## src/rtl/awgn_sincos_sched.sv

```systemverilog
`timescale 1ns/1ps
// Issue scheduler and output FIFO for the Box-Muller sin/cos stage.
// Credit-gated issue into a free-running pipeline; results land in a fall-through FIFO.
module awgn_sincos_sched #(
  parameter int W        = 16,
  parameter int PIPE_LAT = 2,
  parameter int DEPTH    = 4
) (
  input  logic         clk,
  input  logic         reset,
  input  logic         enable,
  input  logic         urng_valid,
  input  logic [W-1:0] urng_data,
  output logic         urng_ready,
  output logic [W-1:0] u1,
  input  logic [W-1:0] g0_in,
  input  logic [W-1:0] g1_in,
  output logic         out_valid,
  input  logic         out_ready,
  output logic [W-1:0] out_g0,
  output logic [W-1:0] out_g1,
  output logic         busy,
  output logic [15:0]  pair_cnt
);

  localparam int AW = (DEPTH > 1) ? $clog2(DEPTH) : 1;
  localparam int CW = $clog2(DEPTH + PIPE_LAT + 2);

  typedef enum logic [1:0] {S_IDLE, S_RUN, S_DRAIN} state_t;

  state_t              r_state;
  state_t              w_state_nxt;
  logic [PIPE_LAT-1:0] r_vld;
  logic [CW-1:0]       r_inflight;
  logic [CW-1:0]       r_occ;
  logic [AW-1:0]       r_wptr;
  logic [AW-1:0]       r_rptr;
  logic [W-1:0]        r_mem_g0 [DEPTH];
  logic [W-1:0]        r_mem_g1 [DEPTH];
  logic [W-1:0]        r_u1;
  logic [15:0]         r_pair_cnt;

  logic                w_issue;
  logic                w_push;
  logic                w_pop;
  logic [CW:0]         w_credit_used;

  // Credit counts everything already committed: buffered pairs plus samples in the pipe.
  assign w_credit_used = {1'b0, r_occ} + {1'b0, r_inflight};
  assign urng_ready    = (r_state == S_RUN) && (w_credit_used < (CW+1)'(DEPTH));
  assign w_issue       = urng_valid && urng_ready;
  assign w_push        = r_vld[PIPE_LAT-1];
  assign out_valid     = (r_occ != '0);
  assign w_pop         = out_valid && out_ready;

  // Head is masked when empty so the outputs read zero after reset without clearing storage.
  assign out_g0   = out_valid ? r_mem_g0[r_rptr] : '0;
  assign out_g1   = out_valid ? r_mem_g1[r_rptr] : '0;
  assign u1       = r_u1;
  assign busy     = (r_state != S_IDLE);
  assign pair_cnt = r_pair_cnt;

  always_comb begin
    w_state_nxt = r_state;
    case (r_state)
      S_IDLE:  if (enable) w_state_nxt = S_RUN;
      S_RUN:   if (!enable) w_state_nxt = (r_inflight != '0) ? S_DRAIN : S_IDLE;
      S_DRAIN: begin
        if (enable)                  w_state_nxt = S_RUN;
        else if (r_inflight == '0)   w_state_nxt = S_IDLE;
      end
      default: w_state_nxt = S_IDLE;
    endcase
  end

  always_ff @(posedge clk or posedge reset) begin
    if (reset) begin
      r_state    <= S_IDLE;
      r_vld      <= '0;
      r_inflight <= '0;
      r_occ      <= '0;
      r_wptr     <= '0;
      r_rptr     <= '0;
      r_u1       <= '0;
      r_pair_cnt <= '0;
    end else begin
      r_state <= w_state_nxt;
      r_vld   <= (r_vld << 1) | PIPE_LAT'(w_issue);
      if (w_issue) r_u1 <= urng_data;

      case ({w_issue, w_push})
        2'b10:   r_inflight <= r_inflight + CW'(1);
        2'b01:   r_inflight <= r_inflight - CW'(1);
        default: r_inflight <= r_inflight;
      endcase

      case ({w_push, w_pop})
        2'b10:   r_occ <= r_occ + CW'(1);
        2'b01:   r_occ <= r_occ - CW'(1);
        default: r_occ <= r_occ;
      endcase

      if (w_push) r_wptr <= r_wptr + AW'(1);
      if (w_pop) begin
        r_rptr     <= r_rptr + AW'(1);
        r_pair_cnt <= r_pair_cnt + 16'd1;
      end
    end
  end

  // FIFO storage carries data only; validity is tracked by r_occ.
  always_ff @(posedge clk) begin
    if (w_push) begin
      r_mem_g0[r_wptr] <= g0_in;
      r_mem_g1[r_wptr] <= g1_in;
    end
  end

  a_no_overflow: assert property (@(posedge clk) disable iff (reset)
    w_push |-> (r_occ != CW'(DEPTH)));

endmodule

```

## config.mk

```make
export PLATFORM = sky130hd
export DESIGN_NAME = awgn_sincos_sched
export DESIGN_NICKNAME = d
export VERILOG_FILES = /design/src/rtl/awgn_sincos_sched.sv
export SDC_FILE = /design/constraint.sdc
export NUM_CORES = 1
export LEC_CHECK = 0
export ABC_AREA = 0
export CAP_MARGIN = 40
export CORE_ASPECT_RATIO = 1.25
export CORE_MARGIN = 2
export CORE_UTILIZATION = 60
export CTS_BUF_LIST = sky130_fd_sc_hd__clkbuf_4 sky130_fd_sc_hd__clkbuf_8
export DETAILED_ROUTE_END_ITERATION = 12
export DONT_BUFFER_PORTS = 1
export GPL_TIMING_DRIVEN = 0
export PLACE_DENSITY = 0.84
export SLEW_MARGIN = 30
export SYNTH_ARGS = -nofsm -noshare
export SYNTH_HDL_FRONTEND = slang
export SYNTH_SLANG_ARGS = --single-unit
```

## constraint.sdc

```tcl
create_clock -name clk -period 2.9 [get_ports clk]
set_input_delay 0.29 -clock clk [delete_from_list [all_inputs] [get_ports clk]]
set_output_delay 0.29 -clock clk [all_outputs]
set_load 0.01 [all_outputs]
```

==> results of run 1 <==
-- what timing repair did --
action / CTS / global route
hold buffers: 50 / 0
setup endpoints to repair: 2 / 2
resized for setup: 0 / 5
endpoints found under the hold margin: 192 / 0
pin swaps: 1 / 7
buffers inserted: 0 / 5
-- sequential cells by signal (all words and copies together), names as in the netlist --
| signal | count |
|---|---|
| pair_cnt | 16 |
| r_mem_g1 | 64 |
| r_mem_g0 | 64 |
| r_state | 2 |
| r_occ | 3 |
| r_wptr | 2 |
| r_inflight | 3 |
| u1 | 16 |
| r_vld | 2 |
| r_rptr | 2 |
-- where the power goes --
| group | internal (W) | switching (W) | total [W] |
|---|---|---|---|
| sequential | 0.00301 | 0.000333 | 0.00334 |
| clock | 0.000848 | 0.000821 | 0.00167 |
| combinational | 0.00101 | 0.00104 | 0.00205 |
| total | 0.00487 | 0.00219 | 0.00706 |
-- layout make-up --
| cell class | instances | area share |
|---|---|---|
| buffer | 13 | 0.00848 |
| clock buffer | 17 | 0.0288 |
| clock inverter | 15 | 0.0210 |
| inverter | 12 | 0.00555 |
| multi-input combinational | 158 | 0.221 |
| sequential | 174 | 0.615 |
| tap | 135 | 0.0208 |
| timing repair buffer | 61 | 0.0792 |
-- critical path, stage by stage, from the launching register on --
cell and delay, ns:
dfrtp_1 0.42, ha_1 0.30, or4b_4 0.49, a311oi_4 0.41
nand2_4 0.12, buf_12 0.15, ha_2 0.18, inv_2 0.07
fa_2 0.20, xor2_1 0.16, nor2_1 0.08, xor2_1 0.14
-- worst paths after layout --
kind                            start            end  slack (ns)  depth (start not counted)
max                          r_occ[2]  r_inflight[2]        0.08                         11
min                        urng_valid         u1[14]        0.11                          2
max reg2reg                  r_occ[2]  r_inflight[2]        0.08                         11
min reg2reg                  r_vld[0]       r_vld[1]        0.36                          0
max in group asynchronous       reset          u1[6]        2.15                          3
min in group asynchronous       reset         u1[11]        0.27                          2
-- placed cells by master, fill, tap and decap left out, drive strengths merged --
| cell | count |
|---|---|
| a21boi | 1 |
| mux2i | 2 |
| mux4 | 32 |
| clkinvlp | 2 |
| xor2 | 9 |
| buf | 14 |
| and4 | 1 |
| a311oi | 1 |
| o21ai | 1 |
| mux2 | 17 |
| nor3 | 5 |
| clkbuf | 27 |
| clkinv | 8 |
| nor2b | 33 |
| nor2 | 2 |
| dfrtp | 46 |
| or2 | 1 |
| and2 | 5 |
| bufinv | 3 |
| nand2 | 9 |
| or4b | 1 |
| nand3 | 4 |
| dlygate4sd3 | 50 |
| nand4 | 5 |
| ha | 9 |
| and3 | 1 |
| nor4b | 1 |
| xnor2 | 16 |
| edfxtp | 128 |
| inv | 14 |
| fa | 2 |
-- layer usage --
metal  vias up  track usage  wire (µm)
met1      1737        0.241       4440
met4         0       0.0693        140
met3        12       0.0685        857
met2       133        0.356       6480
li1       1506            -          -
met5         -            0          0
-- cell families after synthesis --
family	synth area share
and+or+nand+nor	0.0591
muxes	0.140
DFF	0.726
adders and majority gates	0.0222
buffers and inverters	0.0153
AOI/OAI and AO/OA	0.00564
xor gates and xnor gates	0.0318
-- stage by stage --
stage	power (W)	TNS, ns	std cells	hold slack (ns)
floorplan	0.00492	0	357	0.331
global placement	0.00525	0	492	0.334
detailed placement	0.00535	0	497	0.158
CTS	0.00708	0	579	0.121
global route	0.00743	-0.0171	585	0.0753
finish	0.00706	0	585	0.112
==> results by group, run 1 <==
Outcome
  • Status: finished, final reports clean

Power and ir drop
  • Peak VDD IR: 0.000538 V
  • Pwr/cell area: 869 mW/mm²
  • Leak pwr: 2.95 nW

Floorplanning
  • Core area: 0.0111 mm²
  • Chip height: 124 µm
  • Floorplan row count: 43
  • IO Count: 120
  • Die width: 99.8 µm
  • Die area: 0.0123 mm²
  • Initial core utilization: 0.618

Timing
  • Worst slew margin: 0.484
  • Fin. Hold Viols: 0
  • Fmax: 355 MHz
  • Setup ws final: 0.0795 ns
  • Worst slew pin tran: 0.770 ns
  • Max Slew Vio Count: 0
  • Final period utilization: 0.973
  • Tmin final: 2.82 ns
  • Worst Skew: 0.0110 ns
  • Number of setup violations in the final report: 0

Cells and area
  • Ant. Diodes: 0
  • Final core utilization: 0.729
  • Fill cells: 669
  • Synthesis-to-finish area growth: 18.0%
  • Share of layout cells above drive strength 1: 0.236
  • Number of nets in the layout: 501
  • Cell area after layout: 0.00812 mm²
  • Multi-input gate area: 0.00179 mm²
  • Sequential cell area: 0.00499 mm²

Global route
  • Initial antenna violation count: 0
  • Congestion Overflow GR: 0
  • Largest net degree at the start of global routing: 33
  • GRT Util Overall: 0.205
  • Vias in the first global route: 3677
  • First-pass GRT wire length: 18.6 mm

Logic synthesis
  • Post-synth top area share: 0.559
  • Commonest cells in the netlist: edfxtp_1, dfrtp_1, nor2b_1, mux4_2, xnor2_1
  • Ys flop type: edfxtp_1
  • Cell taking the most area after synthesis: edfxtp_1
  • Async S/R FF share, synth: 0.264
  • Avg Inst Size Synth: 19.3 µm²
  • Synth area leaders: edfxtp_1, dfrtp_1, mux4_2, nor2b_1, xnor2_1
  • Post-synthesis sequential area ratio: 0.726
  • Syn Nets: 421
  • Cells after synthesis: 357
  • Cell Area, Synth: 0.00688 mm²
  • Post-synth EDFFs: 128
  • Yosys warns: 0
  • Top-count cell post-synth: edfxtp_1
  • Synth unique cells: 30
  • Synth Register Bits: 174

Worst setup path
  • CP Capture Type: flop
  • WP data required: 3.23 ns
  • Startpoint Class: flop
  • Data arrival time of the critical path: 3.15 ns
  • CP Class: reg2reg
  • Critical path peak fanout: 4

Place
  • Port buffer count: 0
  • Dpl cell area: 0.00716 mm²
  • GP Congestion: 0.711
  • Dpl hpwl: 7.70 mm
  • Pre-CTS setup slack: 0.00672 ns

Run
  • MaxCap Viol Count: 0

Clock tree
  • Sink Count: 174
  • Clk root buf: clkbuf_8
  • Clock Latency Late Sink: 0.43 ns
  • CTS clock-pin slew for the worst setup and hold paths: 0.09 ns
  • Bufs on Longest Clock Path: 2
  • Num CTS Buffers: 17
  • CTS tree: built
  • Htree depth: 4

Min path
  • Worst hold-check path type: in2reg

Routing
  • Post-route ant nets: 0
  • DR pass1 iterations: 4
  • First DRT Iteration DRCs: 169
  • Residual DRC: 0
  • Drt wl/cell: 20.4 µm
  • Wirelength, routed: 11.9 mm
  • Routed vias: 3388
  • Vias/cell: 5.79
Note: power is estimated with default switching activity, not from simulation.
==> run 2, diff against run 1 <==
- HOLD_SLACK_MARGIN: unset -> 0.12
==> run 2 against run 1 <==
Net effect:
- worst setup slack got worse by 0.015 ns
- total power increased by 0.17%
- combinational power hardly changed
- sequential cell count unchanged
- register-to-register slack worse by 0.02 ns
- cell count grew 0.17%
- sequential power is essentially flat
- clock skew increased by 0.0027 ns
- sequential share of layout area shrank 0.076 points
==> results by group, run 2 (synthesis results as in run 1) <==
Floorplanning
  • Die area: 0.0123 mm² (unchanged)
  • Floorplan row count: 43 (unchanged)
  • Chip height: 124 µm (unchanged)
  • IO Count: 120 (unchanged)
  • Core area: 0.0111 mm² (unchanged)
  • Die width: 99.8 µm (unchanged)
  • Initial core utilization: 0.618 (unchanged)

Clock tree
  • Clk root buf: clkbuf_8 (unchanged)
  • CTS clock-pin slew for the worst setup and hold paths: 0.09 ns (about the same)
  • Htree depth: 4 (unchanged)
  • Sink Count: 174 (unchanged)
  • Num CTS Buffers: 17 (unchanged)
  • CTS tree: built (unchanged)
  • Clock Latency Late Sink: 0.44 ns (was 0.43 ns)
  • Bufs on Longest Clock Path: 2 (unchanged)

Global route
  • Vias in the first global route: 3677 (unchanged)
  • First-pass GRT wire length: 18.6 mm (unchanged)
  • Initial antenna violation count: 0 (unchanged)
  • GRT Util Overall: 0.205 (unchanged)
  • Congestion Overflow GR: 0 (unchanged)
  • Largest net degree at the start of global routing: 33 (unchanged)

Routing
  • Vias/cell: 5.81 (was 5.79)
  • Residual DRC: 0 (unchanged)
  • Routed vias: 3407 (was 3388)
  • First DRT Iteration DRCs: 167 (was 169)
  • DR pass1 iterations: 5 (was 4)
  • Post-route ant nets: 0 (unchanged)
  • Wirelength, routed: 12.0 mm (was 11.9 mm)
  • Drt wl/cell: 20.5 µm (was 20.4 µm)

Worst setup path
  • CP Capture Type: flop (unchanged)
  • Critical path peak fanout: 4 (unchanged)
  • Data arrival time of the critical path: 3.16 ns (was 3.15 ns)
  • Startpoint Class: flop (unchanged)
  • WP data required: 3.23 ns (about the same)
  • CP Class: reg2reg (unchanged)

Power and ir drop
  • Power share of the clock group: 0.237 (about the same)
  • Internal: 0.00487 W (about the same)
  • NetSw: 0.00220 W (was 0.00219 W)
  • Overall Power: 0.00707 W (was 0.00706 W)
  • Sw Share: 0.311 (was 0.310)
  • Leak pwr: 2.96 nW (was 2.95 nW)
  • Peak VDD IR: 0.000540 V (was 0.000538 V)
  • Pwr/cell area: 870 mW/mm² (was 869 mW/mm²)
  • Power share of the sequential group: 0.473 (about the same)
  • Comb pwr share: 0.291 (was 0.290)

Timing
  • Number of setup violations in the final report: 0 (unchanged)
  • Fin Setup TNS: 0 ns (unchanged)
  • Worst slew margin: 0.469 (was 0.484)
  • Max Slew Vio Count: 0 (unchanged)
  • Tmin final: 2.84 ns (was 2.82 ns)
  • Final period utilization: 0.978 (was 0.973)
  • Fmax: 353 MHz (was 355 MHz)
  • Worst Skew: 0.0137 ns (was 0.0110 ns)
  • Worst slew pin tran: 0.793 ns (was 0.770 ns)
  • Fin. Hold Viols: 0 (unchanged)

Cells and area
  • Share of layout cells above drive strength 1: 0.235 (was 0.236)
  • Most frequent cells in the layout: edfxtp_1, dlygate4sd3_1, dfrtp_1 (unchanged)
  • Number of nets in the layout: 502 (was 501)
  • Final core utilization: 0.730 (was 0.729)
  • Fill cells: 665 (was 669)
  • Synthesis-to-finish area growth: 18.2% (was 18.0%)
  • Cell area after layout: 0.00813 mm² (was 0.00812 mm²)
  • Most common cell after layout, fill and taps aside: edfxtp_1 (unchanged)
  • Top flop regs: r_mem_g0 (64), r_mem_g1 (64) (unchanged)
  • Ant. Diodes: 0 (unchanged)

Run
  • MaxCap Viol Count: 0 (unchanged)

Place
  • GP Congestion: 0.711 (unchanged)
  • Port buffer count: 0 (unchanged)
  • Dpl hpwl: 7.70 mm (unchanged)
  • Dpl cell area: 0.00716 mm² (unchanged)

Outcome
  • Status: finished, final reports clean (unchanged)

Min path
  • Worst hold-check path type: in2reg (unchanged)
-- run 2: stage by stage --
step / setup slack [ns] / hold slack, ns / cells
2_1_floorplan: 0.151 / 0.331 / 357
3_3_place_gp: 0.0388 / 0.334 / 492
3_5_place_dp: 0.00672 / 0.158 / 497
4_1_cts: 0.0461 / 0.121 / 579
5_1_grt: -0.0307 / 0.232 / 586
6_report: 0.0644 / 0.238 / 586
-- run 2: worst max-delay path, cell delays in order (launching register included) --
cell      delay [ns]
dfrtp_1         0.42
ha_1            0.30
or4b_4          0.49
a311oi_4        0.42
nand2_4         0.12
buf_12          0.15
ha_2            0.18
inv_2           0.07
fa_2            0.20
xor2_1          0.16
nor2_1          0.08
xor2_1          0.14
-- run 2: power by group through the flow --
stage | sequential [W] | combinational (W) | clock, W
after floorplan | 0.00331 | 0.00161 | 0
after global placement | 0.00338 | 0.00188 | 0
after detailed placement | 0.00339 | 0.00195 | 0
after CTS | 0.00334 | 0.00203 | 0.00171
after global routing | 0.00339 | 0.00224 | 0.00181
final | 0.00334 | 0.00205 | 0.00167
-- run 2: repair_timing --
action,in CTS,in global routing
pin swaps,1,7
setup endpoints to repair,2,2
setup buffers,0,5
hold buffers,50,1
endpoints found under the hold margin,192,2
resized for setup,0,5
-- run 2: per-layer routing --
metal | vias up | global-route usage | routed length [µm]
met5 | - | 0 | 0
met4 | 0 | 0.0693 | 172
met3 | 16 | 0.0685 | 829
met2 | 125 | 0.356 | 6570
met1 | 1759 | 0.241 | 4470
li1 | 1507 | - | -
-- run 2: worst paths after layout --
| kind | to | from | slack, ns | cells after the start |
|---|---|---|---|---|
| max in group asynchronous | u1[6] | reset | 2.15 | 3 |
| worst min-delay path | pair_cnt[5] | out_ready | 0.24 | 3 |
| worst max-delay path | r_inflight[2] | r_occ[2] | 0.06 | 11 |
| min in group asynchronous | u1[11] | reset | 0.27 | 2 |
| worst min register to register | r_vld[1] | r_vld[0] | 0.36 | 0 |
| worst max register to register | r_inflight[2] | r_occ[2] | 0.06 | 11 |
-- run 2: area by class of cell --
class / instances / area (µm²) / share of cell area
buffer: 13 / 68.8 / 0.00847
clock buffer: 17 / 234 / 0.0288
clock inverter: 15 / 170 / 0.0209
inverter: 12 / 45.0 / 0.00554
multi-input combinational: 158 / 1790 / 0.221
sequential: 174 / 4990 / 0.614
tap: 135 / 169 / 0.0208
timing repair buffer: 62 / 653 / 0.0803
